### src/rtl/mips_ctrl_pkg.sv
// Shared control definitions for the fetch PC sequencer: FSM state encodings,
// redirect priority codes, the redirect payload and the default vectors.
package mips_ctrl_pkg;

  localparam int unsigned XLEN = 32;

  localparam logic [XLEN-1:0] DEF_RESET_VECTOR = 32'h0000_0000;
  localparam logic [XLEN-1:0] DEF_EXC_VECTOR   = 32'h0000_0180;

  typedef enum logic [1:0] {
    ST_BOOT   = 2'd0,
    ST_FETCH  = 2'd1,
    ST_HOLD   = 2'd2,
    ST_HALTED = 2'd3
  } seq_state_t;

  // Numeric order is the arbitration order: a larger code wins.
  typedef enum logic [1:0] {
    PRI_NONE = 2'd0,
    PRI_JMP  = 2'd1,
    PRI_BR   = 2'd2,
    PRI_EXC  = 2'd3
  } redir_pri_t;

  // One redirect request; epc is only meaningful for PRI_EXC.
  typedef struct packed {
    redir_pri_t      pri;
    logic [XLEN-1:0] target;
    logic [XLEN-1:0] epc;
  } redirect_t;

  // Instruction addresses must be word aligned.
  function automatic logic is_misaligned(input logic [1:0] lsb);
    return lsb != 2'b00;
  endfunction

endpackage

### src/rtl/redirect_latch.sv
// One-entry pending redirect register with priority compare.
// Ports:
//   clk, clk_reset : clock, async active-low reset
//   req            : redirect arriving this cycle (pri PRI_NONE when idle)
//   load           : capture req if it is at least as urgent as the pending one
//   clear          : the selected redirect is being applied; drop the entry
//   pend           : registered pending entry
//   sel_c          : winner of req vs pend (req wins on equal priority)
//   accept_c       : req is valid and beats or ties the pending entry
module redirect_latch
  import mips_ctrl_pkg::*;
(
  input  logic      clk,
  input  logic      clk_reset,
  input  redirect_t req,
  input  logic      load,
  input  logic      clear,
  output redirect_t pend,
  output redirect_t sel_c,
  output logic      accept_c
);

  // A pending exception can only be displaced by another exception.
  assign accept_c = (req.pri != PRI_NONE) && (req.pri >= pend.pri);
  assign sel_c    = accept_c ? req : pend;

  // Pending entry storage.
  always_ff @(posedge clk or negedge clk_reset) begin
    if (!clk_reset) begin
      pend <= '0;
    end else if (clear) begin
      pend <= '0;
    end else if (load && accept_c) begin
      pend <= req;
    end
  end

endmodule

### src/rtl/pc_sequencer.sv
// Fetch PC sequencer: picks the address loaded into the PC register each
// cycle (sequential, hold, branch/jump/exception redirect) and drives fetch.
// Ports:
//   clk, clk_reset        : clock, async active-low reset
//   cur_pc                : current PC register value
//   next_pc               : combinational PC register input
//   imem_req / imem_ack   : fetch request at cur_pc / fetch done
//   stall                 : hazard, hold PC
//   br_*, jmp_*, exc_valid: redirect sources (exc > br > jmp)
//   halt / resume         : enter / leave HALTED
//   flush                 : combinational one-cycle squash on redirect apply
//   epc                   : registered captured exception PC
//   seq_state             : registered FSM state
module pc_sequencer
  import mips_ctrl_pkg::*;
#(
  parameter logic [XLEN-1:0] RESET_VECTOR = DEF_RESET_VECTOR,
  parameter logic [XLEN-1:0] EXC_VECTOR   = DEF_EXC_VECTOR
) (
  input  logic            clk,
  input  logic            clk_reset,
  input  logic [XLEN-1:0] cur_pc,
  output logic [XLEN-1:0] next_pc,
  output logic            imem_req,
  input  logic            imem_ack,
  input  logic            stall,
  input  logic            br_valid,
  input  logic [XLEN-1:0] br_target,
  input  logic            jmp_valid,
  input  logic [XLEN-1:0] jmp_target,
  input  logic            exc_valid,
  input  logic            halt,
  input  logic            resume,
  output logic            flush,
  output logic [XLEN-1:0] epc,
  output logic [1:0]      seq_state
);

  seq_state_t state, state_nxt;
  redirect_t  new_req, pend, sel;
  logic       accept, load, apply;

  // Build this cycle's highest-priority request; misaligned targets trap.
  always_comb begin
    new_req = '0;
    if (exc_valid) begin
      new_req.pri    = PRI_EXC;
      new_req.target = EXC_VECTOR;
      new_req.epc    = cur_pc;
    end else if (br_valid) begin
      if (is_misaligned(br_target[1:0])) begin
        new_req.pri    = PRI_EXC;
        new_req.target = EXC_VECTOR;
        new_req.epc    = br_target;
      end else begin
        new_req.pri    = PRI_BR;
        new_req.target = br_target;
      end
    end else if (jmp_valid) begin
      if (is_misaligned(jmp_target[1:0])) begin
        new_req.pri    = PRI_EXC;
        new_req.target = EXC_VECTOR;
        new_req.epc    = jmp_target;
      end else begin
        new_req.pri    = PRI_JMP;
        new_req.target = jmp_target;
      end
    end
  end

  redirect_latch u_redirect_latch (
    .clk      (clk),
    .clk_reset(clk_reset),
    .req      (new_req),
    .load     (load),
    .clear    (apply),
    .pend     (pend),
    .sel_c    (sel),
    .accept_c (accept)
  );

  // State register.
  always_ff @(posedge clk or negedge clk_reset) begin
    if (!clk_reset) begin
      state <= ST_BOOT;
    end else begin
      state <= state_nxt;
    end
  end

  // Next-state, next PC, fetch request and redirect apply/latch decisions.
  always_comb begin
    state_nxt = state;
    next_pc   = cur_pc;
    imem_req  = 1'b0;
    flush     = 1'b0;
    apply     = 1'b0;
    load      = 1'b0;
    case (state)
      ST_BOOT: begin
        next_pc   = RESET_VECTOR;
        state_nxt = ST_FETCH;
      end
      ST_FETCH: begin
        imem_req = 1'b1;
        if (imem_ack && !stall) begin
          if (sel.pri != PRI_NONE) begin
            next_pc = sel.target;
            flush   = 1'b1;
            apply   = 1'b1;
          end else begin
            next_pc = cur_pc + 32'd4;
            if (halt) begin
              state_nxt = ST_HALTED;
            end
          end
        end else begin
          load = 1'b1;
          if (stall) begin
            state_nxt = ST_HOLD;
          end
        end
      end
      ST_HOLD: begin
        load = 1'b1;
        if (!stall) begin
          state_nxt = ST_FETCH;
        end
      end
      ST_HALTED: begin
        // Redirects take effect immediately here; they also outrank resume.
        if (sel.pri != PRI_NONE) begin
          next_pc   = sel.target;
          flush     = 1'b1;
          apply     = 1'b1;
          state_nxt = ST_FETCH;
        end else if (resume) begin
          state_nxt = ST_FETCH;
        end
      end
      default: state_nxt = ST_BOOT;
    endcase
  end

  // Exception PC capture, on apply or when an exception becomes pending.
  always_ff @(posedge clk or negedge clk_reset) begin
    if (!clk_reset) begin
      epc <= '0;
    end else if (apply && (sel.pri == PRI_EXC)) begin
      epc <= sel.epc;
    end else if (load && accept && (new_req.pri == PRI_EXC)) begin
      epc <= new_req.epc;
    end
  end

  assign seq_state = state;

endmodule

### config.mk
export PLATFORM = sky130hd
export DESIGN_NAME = pc_sequencer
export DESIGN_NICKNAME = d
export VERILOG_FILES = /design/src/rtl/mips_ctrl_pkg.sv /design/src/rtl/redirect_latch.sv /design/src/rtl/pc_sequencer.sv
export SDC_FILE = /design/constraint.sdc
export NUM_CORES = 1
export LEC_CHECK = 0
export CORE_MARGIN = 2
export CORE_UTILIZATION = 57
export DETAILED_ROUTE_END_ITERATION = 7
export GPL_ROUTABILITY_DRIVEN = 0
export PLACE_DENSITY = 0.88
export SLEW_MARGIN = 20
export SYNTH_ARGS = -nofsm -noshare
export SYNTH_HDL_FRONTEND = slang
export SYNTH_HIERARCHICAL = 1
export SYNTH_SLANG_ARGS = --single-unit
### constraint.sdc
create_clock -name clk -period 9.5 [get_ports clk]
set_clock_uncertainty 0.1 [all_clocks]
set_input_delay 2.375 -clock clk [delete_from_list [all_inputs] [get_ports clk]]
set_output_delay 2.375 -clock clk [all_outputs]
set_load 0.01 [all_outputs]
; Word-level counts from Yosys, hierarchy flattened
; Index checks and enable logic that the tools add are counted.
; Widths: inputs -> output; s select.
[totals]
reg_bits = 100
out_inout_bits = 68
wordCells = 61
[op_classes]
add_sub_neg = 1
magnitude_cmp = 1
n_eq_ne = 10
muxes = 30
reduce_logical = 14
[op_table]
columns = operator, n
row1 = $mux 66, 6
row2 = $mux 32, 7
row3 = $pmux 32 s3, 1
row4 = $mux 34, 1
row5 = $mux 33, 1
row6 = $add 32x3->32 const B, 1
row7 = $mux 2, 7
row8 = $ne 3x3->1 const B, 4
row9 = $reduce_bool 2->1, 6
row10 = $eq 2x2->1 const B, 4
row11 = $pmux 2 s4, 1
row12 = $logic_and 1x1->1, 5
row13 = $reduce_and 5->1, 1
row14 = $mux 1, 4
row15 = $pmux 1 s2, 2
row16 = $eq 2x1->1 const B, 1
row17 = $ge 2x2->1, 1
row18 = $logic_not 2->1, 1
row19 = $ne 2x2->1 const B, 1
row20 = $logic_not 1->1, 1

; Logic depth before layout (Yosys ltp)
; Gate-level depths: netlist (run 1).
[depth]
ltp_word = 14
depth_mapped = 16
depth_no_buf = 13

; Cells and area by module
; The synthesis (run 1) kept the hierarchy.
[modules_own_cells]
columns = module, instances, cells_per_inst, area_per_inst_um2, seq_area_each_um2
row1 = pc_sequencer, 1, 638, 4499.3, 850.8
row2 = redirect_latch, 1, 373, 3762.4, 1651.6

; Worst setup path before layout (run 1)
; Ideal clock, no wire load.
[synth_timing]
path_type = input -> output
startpoint = input br_valid
endpoint = output next_pc[25]
arrival_ns = 5.538
required_time_ns = 7.025
slack_ns = 1.487
stages = 15
path_buffers = 3
cell_sequence = clkbuf_1 nor3b_1 o21bai_1 inv_1 ha_1 nand2b_1 a21o_1 a22o_1 nor2_1 clkbuf_1 clkbuf_1 o21ai_0 a21oi_1 a21oi_1 a311oi_1
[synth_rtl]
columns = item, line
row1 = start: declaration, pc_sequencer.sv:27  ; input logic br_valid,
row2 = end: declaration, pc_sequencer.sv:23  ; output logic [XLEN-1:0] next_pc,

==> results of run 1 <==
[logic make-up after synthesis]
| group | Yosys count | synth area share |
|---|---|---|
| mux | 99 | 0.152 |
| other cells | 1 | 0.000454 |
| flops | 100 | 0.303 |
| xor+xnor | 1 | 0.00106 |
| fa+ha+maj | 7 | 0.0106 |
| buf+inv | 101 | 0.0683 |
| simple gates | 401 | 0.232 |
| compound gates | 301 | 0.233 |
[report_power, final]
| part | total (mW) | switching [mW] | internal (mW) |
|---|---|---|---|
| clock | 0.373 | 0.167 | 0.206 |
| combinational | 1.52 | 0.881 | 0.643 |
| sequential | 0.620 | 0.0708 | 0.549 |
| total | 2.52 | 1.12 | 1.40 |
[flip-flops by register name, indices dropped and copies added, names as in the netlist]
register	flops
epc	32
seq_state	2
u_redirect_latch/pend	66
[routing by layer]
layer,up-vias,track usage,part of all wire
li1,3948,-,-
met4,0,0.124,0.034
met2,683,0.539,0.44
met1,4094,0.481,0.40
met5,-,0,0
met3,103,0.0782,0.13
[stage by stage]
step | power [mW] | hold WS, ns
after floorplan | 1.60 | 0.398
after global placement | 2.07 | 0.407
after detailed placement | 2.11 | 0.413
after CTS | 2.48 | 0.422
after global routing | 2.65 | 0.441
final | 2.52 | 0.421
[worst min-delay path by stage]
stage                                                  to  cells past startpoint  slack (ns)                                  start
floorplan            u_redirect_latch/pend[0]$_DFFE_PN0P_                      2        0.40   u_redirect_latch/pend[0]$_DFFE_PN0P_
global placement     u_redirect_latch/pend[5]$_DFFE_PN0P_                      2        0.41   u_redirect_latch/pend[5]$_DFFE_PN0P_
detailed placement   u_redirect_latch/pend[0]$_DFFE_PN0P_                      2        0.41   u_redirect_latch/pend[0]$_DFFE_PN0P_
CTS                  u_redirect_latch/pend[0]$_DFFE_PN0P_                      2        0.42   u_redirect_latch/pend[0]$_DFFE_PN0P_
global route        u_redirect_latch/pend[53]$_DFFE_PN0P_                      2        0.44  u_redirect_latch/pend[53]$_DFFE_PN0P_
finish              u_redirect_latch/pend[46]$_DFFE_PN0P_                      2        0.42  u_redirect_latch/pend[46]$_DFFE_PN0P_
[final cells by class]
class	count	area, µm²
Clock buffer	11	233
Clock inverter	5	57.6
Fill cell	1037	3830
Inverter	11	41.3
Multi-Input combinational cell	813	5240
Sequential cell	100	2500
Tap cell	180	225
Timing Repair Buffer	197	1910
[tightest hold or removal path, delay by kind of cell, from the launching register on]
kind | cells | cell delay, ns
compound gates | 1 | 0.05
flops | 1 | 0.37
simple gates | 1 | 0.06
[cells in the final DEF (no fill, tap or decap), types with 22 or more instances in the layout]
master / instances
nand2_1: 200
clkdlybuf4s50_1: 170
a21oi_1: 118
dfrtp_1: 100
nor2_1: 69
o21ai_0: 53
mux2_4: 49
mux2i_1: 35
a22oi_1: 29
buf_4: 25
a221o_1: 24
nor4b_1: 24
nand3_1: 22
==> results.sh, run 1 <==
export IMPL_drcViolationCount=57
export IMPL_yosys_top_cells_count="nand2_1 (200), a21oi_1 (118), dfrtp_1 (100)"
export IMPL_synthTopCellsByArea="dfrtp_1 (30%), nand2_1 (9.1%), mux2_4 (8.9%), a21oi_1 (7.1%), mux2i_1 (4.2%)"
export IMPL_dpl_cell_area_mm2=0.00992
export IMPL_crit_top_cell="clkdlybuf4s50_1"
export IMPL_grt_max_degree=69
export IMPL_core_area_mm2=0.0140
export IMPL_clk_pin_slew_ns=0.06
export IMPL_setup_ws_ns=0.371
export IMPL_ctsHoldBuffers=0
export IMPL_numPlacedInstances=1301
export IMPL_cp_top_family="simple AND/OR/NAND/NOR gates"
export IMPL_initial_core_util=0.588
export IMPL_setup_viol=0
export IMPL_grt_overflow=0
export IMPL_dr_pass1_iters=8
export IMPL_ys_async_sr_fraction=1.00
export IMPL_first_iter_violations=1716
export IMPL_rsz0062_at_grt="no"
export IMPL_ant_nets=0
export IMPL_rr_worst_depth=10
export IMPL_post_route_period_util=0.961
export IMPL_num_vias=8828
export IMPL_worstSetupPathDepth=12
export IMPL_hold_class="flop to flop"
export IMPL_antenna_found_initial=0
export IMPL_path_cells="clkdlybuf4s50_1 > nor3b_2 > o21bai_1 > inv_1 > ha_1 > nand2b_1 > a21o_1 > a22o_1 > nor3_1 > nand2_1 > o311ai_0 > clkdlybuf4s50_1"
export IMPL_synth_cells=1011
export IMPL_grt_total_usage=0.348
export IMPL_htreeDepth=3
export IMPL_worst_slew_pin_slew_ns=1.02
export IMPL_timing_critical_path_from="br_valid"
export IMPL_post_route_min_period_ns=9.13
export IMPL_relSlewSlack=0.323
export IMPL_powerDensity_mw_per_mm2=246
export IMPL_cts_buffer_depth=2
export IMPL_cpPeakStageDelay_ns=0.64
export IMPL_worst_path_max_fanout=13
export IMPL_synth_area_per_cell_um2=8.17
export IMPL_insertion_delay_ns=0.35
export IMPL_dieArea_mm2=0.0155
export IMPL_antenna_cells=0
export IMPL_r2r_slack_ns=6.31
export IMPL_ys_warn_count=6
export IMPL_chipHeight_um=124
export IMPL_ys_ff_latch=100
export IMPL_synth_cell_types=71
export IMPL_cp_start_kind="input pin"
export IMPL_ir_worst_vdd_mv=0.135
export IMPL_cp_num_buf_inv=3
export IMPL_final_core_util=0.727
export IMPL_synth_edf_count=0
export IMPL_cts_resized_gates=0
export IMPL_status="finished with violations"
export IMPL_hold_viol_final=0
export IMPL_fmax_ghz=0.110
export IMPL_grt_pass1_wl_um=43900
export IMPL_via_per_inst=6.70
export IMPL_wl_per_cell_um=21.3
export IMPL_cts_tree="done"
export IMPL_area_delta_synth_final_pct=23.6
export IMPL_dp_hpwl_um=19600
export IMPL_violations="design-rule violations"
export IMPL_yosysSeqAreaShare=0.303
export IMPL_drv_cap=0
export IMPL_cp_data_required_time_ns=7.03
export IMPL_cp_endpoint="next_pc[17]"
export IMPL_cts_setup_buffers=0
export IMPL_slew_viol_final=0
export IMPL_drive_gt1_frac=0.112
export IMPL_cp_arrival_ns=6.65
export IMPL_path_class="input pin to output pin"
export IMPL_die_x_um=124
export IMPL_io_pins=173
export IMPL_yosysTopAreaCellShare=0.303
export IMPL_rows=43
export IMPL_drt_wl_total_um=28000
export IMPL_final_area_mm2=0.0102
export IMPL_root_buffer="clkbuf_16"
export IMPL_yosysMostFrequentCell="nand2_1"
export IMPL_worstReg2RegEnd="epc[15]$_DFFE_PN0P_"
export IMPL_numPortBuffers=172
export IMPL_syn_cell_area_mm2=0.00826
export IMPL_grt_pass1_vias=8193
export IMPL_cts_made_buffers=9
export IMPL_fin_tns_setup_ns=0
export IMPL_endpoint_kind="output pin"
export IMPL_reg2reg_from="u_redirect_latch/pend[64]$_DFFE_PN0P_"
export IMPL_nNetsFinal=1244
export IMPL_stdcell_count=1317
export IMPL_pre_cts_slack_ns=0.477
export IMPL_cpMaxStageDelayCell="clkdlybuf4s50_1"
export IMPL_power_static_leakage_nw=3.98
export IMPL_cts_sinks=100
export IMPL_synth_top_area_cell="dfrtp_1"
export IMPL_synth_top_flop_cell="dfrtp_1"
Power figures use the tool's default switching activity.
==> run 2: changes to the inputs <==
Settings changed: RECOVER_POWER set to 100.
==> results.sh, run 2 (synthesis results as in run 1) <==
export IMPL_cp_start_kind="input pin"
export IMPL_final_cell_mix="nand2_1 (200), a21oi_1 (119), clkdlybuf4s50_1 (104), dfrtp_1 (100), nor2_1 (71)"
export IMPL_cpPeakStageDelay_ns=0.69
export IMPL_ir_worst_vdd_mv=0.133
export IMPL_endpoint_kind="output pin"
export IMPL_setup_viol=0
export IMPL_area_delta_synth_final_pct=23.2
export IMPL_grt_max_degree=69
export IMPL_cp_arrival_ns=6.77
export IMPL_dieArea_mm2=0.0155
export IMPL_via_per_inst=6.72
export IMPL_cp_data_required_time_ns=7.03
export IMPL_cts_tree="done"
export IMPL_htreeDepth=3
export IMPL_cp_endpoint="next_pc[22]"
export IMPL_rsz0062_at_grt="no"
export IMPL_worst_path_max_fanout=13
export IMPL_setup_ws_ns=0.253
export IMPL_path_cells="dlygate4sd3_1 > nor3b_2 > o21bai_1 > inv_1 > ha_1 > nand2b_1 > a21o_1 > nand2_1 > nand2_1 > nor3_1 > nand2_1 > or4_1 > nand4_1 > dlygate4sd3_1"
export IMPL_post_route_period_util=0.973
export IMPL_final_common_cell="nand2_1"
export IMPL_largest_reg_flops=66
export IMPL_p_total_mw=2.46
export IMPL_drt_wl_total_um=27900
export IMPL_crit_top_cell="nand2_1"
export IMPL_status="finished with violations"
export IMPL_rr_worst_depth=10
export IMPL_num_vias=8854
export IMPL_worstReg2RegEnd="u_redirect_latch/pend[49]$_DFFE_PN0P_"
export IMPL_grt_pass1_wl_um=43900
export IMPL_ant_nets=0
export IMPL_hold_class="flop to flop"
export IMPL_cts_sinks=100
export IMPL_drv_cap=4
export IMPL_insertion_delay_ns=0.35
export IMPL_io_pins=173
export IMPL_dpl_cell_area_mm2=0.00992
export IMPL_initial_core_util=0.588
export IMPL_top_register="u_redirect_latch/pend"
export IMPL_violations="max-capacitance violations, max-slew violations"
export IMPL_rows=43
export IMPL_ctsHoldBuffers=0
export IMPL_chipHeight_um=124
export IMPL_grt_pass1_vias=8193
export IMPL_hold_viol_final=0
export IMPL_whs_ns=0.422
export IMPL_final_core_util=0.725
export IMPL_nNetsFinal=1244
export IMPL_core_area_mm2=0.0140
export IMPL_cts_resized_gates=0
export IMPL_pre_cts_slack_ns=0.477
export IMPL_grt_overflow=0
export IMPL_antenna_found_initial=0
export IMPL_timing_critical_path_from="br_valid"
export IMPL_slew_viol_final=203
export IMPL_first_iter_violations=1751
export IMPL_numPortBuffers=172
export IMPL_final_area_mm2=0.0102
export IMPL_dr_pass1_iters=6
export IMPL_root_buffer="clkbuf_16"
export IMPL_clk_pin_slew_ns=0.06
export IMPL_fin_tns_setup_ns=0
export IMPL_die_x_um=124
export IMPL_numPlacedInstances=1301
export IMPL_antenna_cells=0
export IMPL_post_route_min_period_ns=9.25
export IMPL_wl_per_cell_um=21.2
export IMPL_fmax_ghz=0.108
export IMPL_drcViolationCount=0
export IMPL_relSlewSlack=-1.47
export IMPL_cts_made_buffers=9
export IMPL_cts_buffer_depth=2
export IMPL_powerDensity_mw_per_mm2=242
export IMPL_cts_setup_buffers=0
export IMPL_stdcell_count=1317
export IMPL_grt_total_usage=0.348
export IMPL_path_class="input pin to output pin"
export IMPL_cpMaxStageDelayCell="dlygate4sd3_1"
export IMPL_power_static_leakage_nw=4.06
export IMPL_reg2reg_from="u_redirect_latch/pend[64]$_DFFE_PN0P_"
export IMPL_r2r_slack_ns=4.44
export IMPL_drive_gt1_frac=0.106
export IMPL_worst_slew_pin_slew_ns=3.70
export IMPL_dp_hpwl_um=19600
## run 2: cell count changes in the layout (fill, tap and decap cells not counted), moves of 3 or more
cell / previous run / this run
clkdlybuf4s50_1: 170 / 104
o21ai_0: 53 / 56
dlygate4sd3_1: 0 / 66
clkbuf_1: 2 / 6
o21ai_1: 6 / 3
buf_4: 25 / 21
## run 2: worst max-delay path: cells and delay by family
family / cells / cell delay, ns
AO/OA/AOI/OAI: 2 / 0.39
adder cells (fa/ha/maj): 1 / 0.32
buffers and inverters: 3 / 1.39
AND/OR/NAND/NOR: 8 / 2.29
## run 2: final cells by class
type	count	area (µm²)
Multi-Input combinational cell	813	5220
Clock inverter	5	57.6
Sequential cell	100	2500
Fill cell	1048	3860
Tap cell	180	225
Inverter	11	41.3
Clock buffer	11	233
Timing Repair Buffer	197	1900
## run 2: worst min path at each step
stage                                                from                                    end  slack (ns)  depth (start not counted)
finish              u_redirect_latch/pend[53]$_DFFE_PN0P_  u_redirect_latch/pend[53]$_DFFE_PN0P_        0.42                          2
floorplan            u_redirect_latch/pend[0]$_DFFE_PN0P_   u_redirect_latch/pend[0]$_DFFE_PN0P_        0.40                          2
CTS                  u_redirect_latch/pend[0]$_DFFE_PN0P_   u_redirect_latch/pend[0]$_DFFE_PN0P_        0.42                          2
detailed placement   u_redirect_latch/pend[0]$_DFFE_PN0P_   u_redirect_latch/pend[0]$_DFFE_PN0P_        0.41                          2
global route        u_redirect_latch/pend[53]$_DFFE_PN0P_  u_redirect_latch/pend[53]$_DFFE_PN0P_        0.44                          2
global placement     u_redirect_latch/pend[5]$_DFFE_PN0P_   u_redirect_latch/pend[5]$_DFFE_PN0P_        0.41                          2
## run 2: power by group
part           internal [mW]  leakage [nW]  switching, mW
Clock                  0.206         0.144          0.166
Sequential             0.550          1.32         0.0684
Combinational          0.602          2.59          0.872
## run 2: layer usage
layer  track usage  vias up  share of wire  wire length, µm
li1              -     3949              -                -
met1         0.481     4143           0.40            11100
met2         0.539      658           0.44            12400
met3        0.0782      104           0.12             3460
met4         0.124        0          0.035              989
met5             0        -              0                0
